--- src/rtl/fsquare.sv ---
// Pipelined IEEE-754 single-precision squarer, y = x1*x1, round-to-nearest-even.
// Optional FSQUARE_STATS_EN adds saturating result/exception counters.
module fsquare #(
  parameter int NSTAGE = 4
) (
  input  logic        clk,
  input  logic        rst,
  input  logic [31:0] x1,
  input  logic        enable_in,
  output logic        enable_out,
  output logic [31:0] y,
  output logic        exception
`ifdef FSQUARE_STATS_EN
  ,
  output logic [31:0] op_count,
  output logic [31:0] exc_count
`endif
);

  typedef struct packed {
    logic nan;
    logic inf;
    logic zero;
  } cls_t;

  logic [NSTAGE:0] vld_pipe;

  logic [7:0]  s1_ex;
  logic [23:0] s1_m;
  cls_t        s1_cls;

  logic [47:0]       s2_p;
  logic signed [9:0] s2_e;
  cls_t              s2_cls;

  logic [23:0]       n_mant;
  logic              n_g, n_st;
  logic signed [9:0] n_e, e_fin;
  logic [24:0]       rnd;
  logic [31:0]       r_y;
  logic              r_exc;

  logic [31:0] dly_y   [2:NSTAGE-1];
  logic        dly_exc [2:NSTAGE-1];

  // Sign never reaches the result; the rounded leading one is implicit.
  logic unused_ok;
  assign unused_ok = x1[31] ^ rnd[23];

  assign enable_out = vld_pipe[NSTAGE];

  always_ff @(posedge clk) begin
    if (rst) vld_pipe <= '0;
    else     vld_pipe <= {vld_pipe[NSTAGE-1:0], enable_in};
  end

  // Stage 1: unpack and classify; subnormals collapse to zero.
  always_ff @(posedge clk) begin
    s1_ex      <= x1[30:23];
    s1_m       <= {1'b1, x1[22:0]};
    s1_cls.nan  <= (&x1[30:23]) & (|x1[22:0]);
    s1_cls.inf  <= (&x1[30:23]) & ~(|x1[22:0]);
    s1_cls.zero <= ~(|x1[30:23]);
  end

  // Stage 2: full product and raw biased exponent 2*ex-127.
  always_ff @(posedge clk) begin
    s2_p   <= s1_m * s1_m;
    s2_e   <= $signed({1'b0, s1_ex, 1'b0}) - 10'sd127;
    s2_cls <= s1_cls;
  end

  // Stage 3: normalize, RNE round, renormalize on carry, then specials.
  always_comb begin
    if (s2_p[47]) begin
      n_mant = s2_p[47:24];
      n_g    = s2_p[23];
      n_st   = |s2_p[22:0];
      n_e    = s2_e + 10'sd1;
    end else begin
      n_mant = s2_p[46:23];
      n_g    = s2_p[22];
      n_st   = |s2_p[21:0];
      n_e    = s2_e;
    end
    rnd   = {1'b0, n_mant} + {24'h0, n_g & (n_st | n_mant[0])};
    e_fin = rnd[24] ? n_e + 10'sd1 : n_e;
    r_exc = 1'b0;
    r_y   = {1'b0, e_fin[7:0], rnd[24] ? 23'h0 : rnd[22:0]};
    if (s2_cls.nan) begin
      r_y   = 32'h7FC00000;
      r_exc = 1'b1;
    end else if (s2_cls.inf) begin
      r_y = 32'h7F800000;
    end else if (s2_cls.zero) begin
      r_y = 32'h0;
    end else if (e_fin >= 10'sd255) begin
      r_y   = 32'h7F800000;
      r_exc = 1'b1;
    end else if (e_fin <= 10'sd0) begin
      r_y = 32'h0;
    end
  end

  // Stage 3 register followed by NSTAGE-3 pure delay registers.
  always_ff @(posedge clk) begin
    dly_y[2]   <= r_y;
    dly_exc[2] <= r_exc;
    for (int i = 3; i < NSTAGE; i++) begin
      dly_y[i]   <= dly_y[i-1];
      dly_exc[i] <= dly_exc[i-1];
    end
  end

  // Output registers only move when a valid result leaves the pipe.
  always_ff @(posedge clk) begin
    if (rst) begin
      y         <= 32'h0;
      exception <= 1'b0;
    end else if (vld_pipe[NSTAGE-1]) begin
      y         <= dly_y[NSTAGE-1];
      exception <= dly_exc[NSTAGE-1];
    end
  end

`ifdef FSQUARE_STATS_EN
  always_ff @(posedge clk) begin
    if (rst) begin
      op_count  <= 32'h0;
      exc_count <= 32'h0;
    end else if (vld_pipe[NSTAGE-1]) begin
      if (op_count != 32'hFFFFFFFF) op_count <= op_count + 32'd1;
      if (dly_exc[NSTAGE-1] && exc_count != 32'hFFFFFFFF)
        exc_count <= exc_count + 32'd1;
    end
  end
`endif

endmodule
--- config.mk ---
export PLATFORM = sky130hd
export DESIGN_NAME = fsquare
export DESIGN_NICKNAME = d
export VERILOG_FILES = /design/src/rtl/fsquare.sv
export SDC_FILE = /design/constraint.sdc
export NUM_CORES = 1
export LEC_CHECK = 0
export ABC_AREA = 0
export CAP_MARGIN = 20
export CORE_UTILIZATION = 64
export DETAILED_ROUTE_END_ITERATION = 8
export GPL_TIMING_DRIVEN = 0
export MAX_ROUTING_LAYER = met4
export PLACE_DENSITY = 0.82
export SLEW_MARGIN = 10
export SYNTH_ARGS = -nofsm -noshare
export SYNTH_HDL_FRONTEND = slang
export SYNTH_SLANG_ARGS = --single-unit
--- constraint.sdc ---
create_clock -name clk -period 8.7 [get_ports clk]
set_clock_uncertainty 0.2 [all_clocks]
set_input_delay 0.87 -clock clk [delete_from_list [all_inputs] [get_ports clk]]
set_output_delay 0.87 -clock clk [all_outputs]
set_load 0.005 [all_outputs]
==> results of run 1 <==
## layout by cell type, fill, tap and decap left out, drive strengths merged, types with 13 or more instances in the layout
cell	instances
inv	615
fa	423
nand2	218
dfxtp	194
ha	186
nor2	130
clkbuf	93
and2	73
clkdlybuf4s50	65
a21oi	60
xnor2	54
mux2i	43
xor2	39
o21ai	34
nor3	32
nand3	26
a21o	24
nand4	21
nor2b	18
nor4	15
and3	13
buf	13
## kinds of logic (layout without fill, tap and decap cells)
| kind of cell | count (synthesis) | in the layout | share of synthesized area, % |
|---|---|---|---|
| multiplexers | 50 | 50 | 2.22 |
| adder cells (fa/ha/maj) | 609 | 609 | 47.0 |
| AND/OR/NAND/NOR | 582 | 582 | 12.1 |
| XOR/XNOR | 93 | 93 | 3.54 |
| AO/OA/AOI/OAI | 214 | 214 | 6.62 |
| flip-flops | 194 | 194 | 16.9 |
| buffers and inverters | 701 | 798 | 11.6 |
| other | 1 | 3 | 0.0163 |
## critical path, delay by kind of cell, from the launching register on
kind / cells / cell delay, ns
adder cells (fa/ha/maj): 8 / 3.84
buffers and inverters: 8 / 1.11
AO/OA/AOI/OAI: 5 / 1.56
AND/OR/NAND/NOR: 4 / 0.95
flip-flops: 1 / 0.63
## Yosys cell counts, types with 6 or more instances
library cell	n	area [um2]
nor3_1	31	155
nor2b_1	18	113
mux2i_1	43	430
fa_1	423	8470
a21oi_1	60	300
xnor2_1	54	473
nand2_1	218	818
a21o_1	24	180
dfxtp_1	194	3880
ha_1	186	2330
inv_1	608	2280
mux2_2	7	78.8
o211ai_1	11	82.6
a21boi_0	8	60.1
o21ai_0	33	165
o21bai_1	6	45.0
nor4_1	14	87.6
o21a_1	8	60.1
and3_1	13	81.3
nand4_1	20	125
a211oi_1	10	75.1
and2_1	73	457
clkbuf_1	74	278
nand3_1	26	130
xor2_1	39	342
nor2_1	130	488
## flip-flops by register name (all words and copies together) (netlist names)
signal,count
dly_y,62
s1_ex,8
s2_p,47
s1_cls,3
s1_m,23
dly_exc,2
s2_e,9
s2_cls,3
vld_pipe,5
exception,1
y,31
## worst max path at each step
stage	startpoint	slack [ns]	cells past startpoint	end
global placement	s1_m[5]$_DFF_P_	-0.44	24	s2_p[47]$_DFF_P_
CTS	s1_m[15]$_DFF_P_	0.009	24	s2_p[47]$_DFF_P_
detailed placement	s1_m[5]$_DFF_P_	-0.45	24	s2_p[47]$_DFF_P_
finish	s1_m[7]$_DFF_P_	0.28	25	s2_p[47]$_DFF_P_
global route	s1_m[10]$_DFF_P_	0.01	25	s2_p[45]$_DFF_P_
floorplan	s1_m[20]$_DFF_P_	1.68	24	s2_p[44]$_DFF_P_
## per-stage QoR
step / instance area (um2) / instances
after CTS: 24800 / 3002
after global placement: 24200 / 2970
after floorplan: 23000 / 2444
final: 24800 / 3004
after global routing: 24800 / 3004
after detailed placement: 24200 / 2970
## routing by layer
layer  vias to the layer above  global-route usage (%)  wire length (um)
li1                       7628                       -                 -
met1                      8338                    42.9             23200
met2                       764                    56.7             27700
met3                       185                    9.60              5960
met4                         0                    15.3              2940
met5                         -                       -                 0
## final cells by class
cell class	instances	area share [%]
multi-input combinational	1549	66.1
clock inverter	13	0.660
buffer	87	1.57
inverter	614	9.28
clock buffer	19	1.74
antenna	2	0.0201
tap	461	2.32
timing repair buffer	65	2.62
sequential	194	15.6
==> reports/qor.csv, run 1 <==
stage;metric;value;unit
layout;drive_above_1_share;3.78;%
layout;layout.nets;3172;
timing;post-route-period-util;96.8;%
layout;fillers;2795;
layout;multi_input_area;16400;um2
global_routing;grt_pass1_vias;18009;
clock_tree;holdBufCountCts;0;
clock_tree;cts_tree;built;
timing;max-slew-margin-rel;27.5;%
routing;drtIter0Drc;1043;
setup_path;cp_slowest_stage_delay;0.76;ns
clock_tree;clk_pin_slew_worst_paths;0.09;ns
synth;synth_area_per_cell;9.40;um2
die;initial_core_util;64.8;%
routing;dr_total_vias;16915;
setup_path;crit_path_end_kind;flop;
clock_tree;root_buffer;clkbuf_16;
hold_path;hold-path-cell-count;0;
die;io_pins;69;
die;fp.dieH;191;um
hold_path;min_to;s2_e[1]$_DFF_P_;
layout;area_delta_synth_final;8.11;%
routing;routed_wl;59.8;mm
setup_path;r2r-start;s1_m[7]$_DFF_P_;
hold_path;min_from;s1_ex[0]$_DFF_P_;
global_routing;grt_max_degree;20;
clock_tree;cts_setup_buffers;0;
layout;register_area;3890;um2
synth;syn_nets;3088;
clock_tree;clockBufferDepth;2;
timing;setup_viol;0;
setup_path;required;8.85;ns
clock_tree;ctsResizeCount;3;
routing;final_antenna_net_count;0;
setup_path;cpMaxStageDelayCell;clkbuf_1;
clock_tree;cts_made_buffers;17;
synth;synth_warnings;0;
setup_path;r2r_setup_slack;0.28;ns
timing;drv_slew;0;
clock_tree;htreeDepth;4;
synth;netlist_instances;2444;
synth;synth_edf_count;0;
run;cap_violations;0;
placed_design;pre_cts_slack;-0.454;ns
placed_design;place_congestion;0.987;
die;rows;69;
routing;dr.pass1.iters;5;
timing;finalHoldViolCount;0;
die;coreArea;35500;um2
placed_design;numPortBuffers;65;
clock_tree;clock_latency;0.46;ns
placed_design;dp_hpwl;48.2;mm
global_routing;grt_pass1_wl;94.9;mm
setup_path;path_class;flop to flop;
synth;synth-seq-area-share;16.9;%
die;dieWidth;191;um
timing;tns;0;ns
die;die_area;36700;um2
routing;drc;0;
run_status;status;finished, final reports clean;
timing;holdWs;0.124;ns
global_routing;track_usage;35.7;%
synth;synth_area;23000;um2
timing;worst_pin_slew;1.09;ns
setup_path;worstPathMaxFanout;10;
timing;timing.final.ws_setup;0.275;ns
setup_path;r2r_end;s2_p[47]$_DFF_P_;
hold_path;min_path_type;flop to flop;
routing;via_per_inst;5.63;
setup_path;cp-start-kind;flop;
setup_path;r2r_cells;25;
synth;synth.distinct_cells;78;
global_routing;overflow;0;
clock_tree;clkSinkCount;194;
timing;fmax;0.119;GHz
synth;synth-main-ff-cell;dfxtp_1;
layout;final_util;70.0;%
routing;routedWlPerCell;19.9;um
synth;async_reset_ff_share;0;%
synth;synth_seq_cells;194;
timing;rsz0062_at_grt;no;
setup_path;critical_path_arrival;8.58;ns
timing;min_period;8.42;ns
global_routing;antenna_found_initial;2;
Power of run 1 is left out: the tool's default activity adds up to more than one toggle a clock period on the data nets, which glitch-free logic cannot reach.
==> run 2: changes to the inputs <==
- SLEW_MARGIN: 10 -> unset
==> results of run 2 <==
Final layout, timing and power as in run 1 (identical DEF).
Power of run 2 is left out for the same reason.
==> run 3: changes to the inputs <==
- TNS_END_PERCENT: unset -> 30
==> results of run 3 <==
Final layout, timing and power as in run 1 (identical DEF).
Power of run 3 is left out for the same reason.
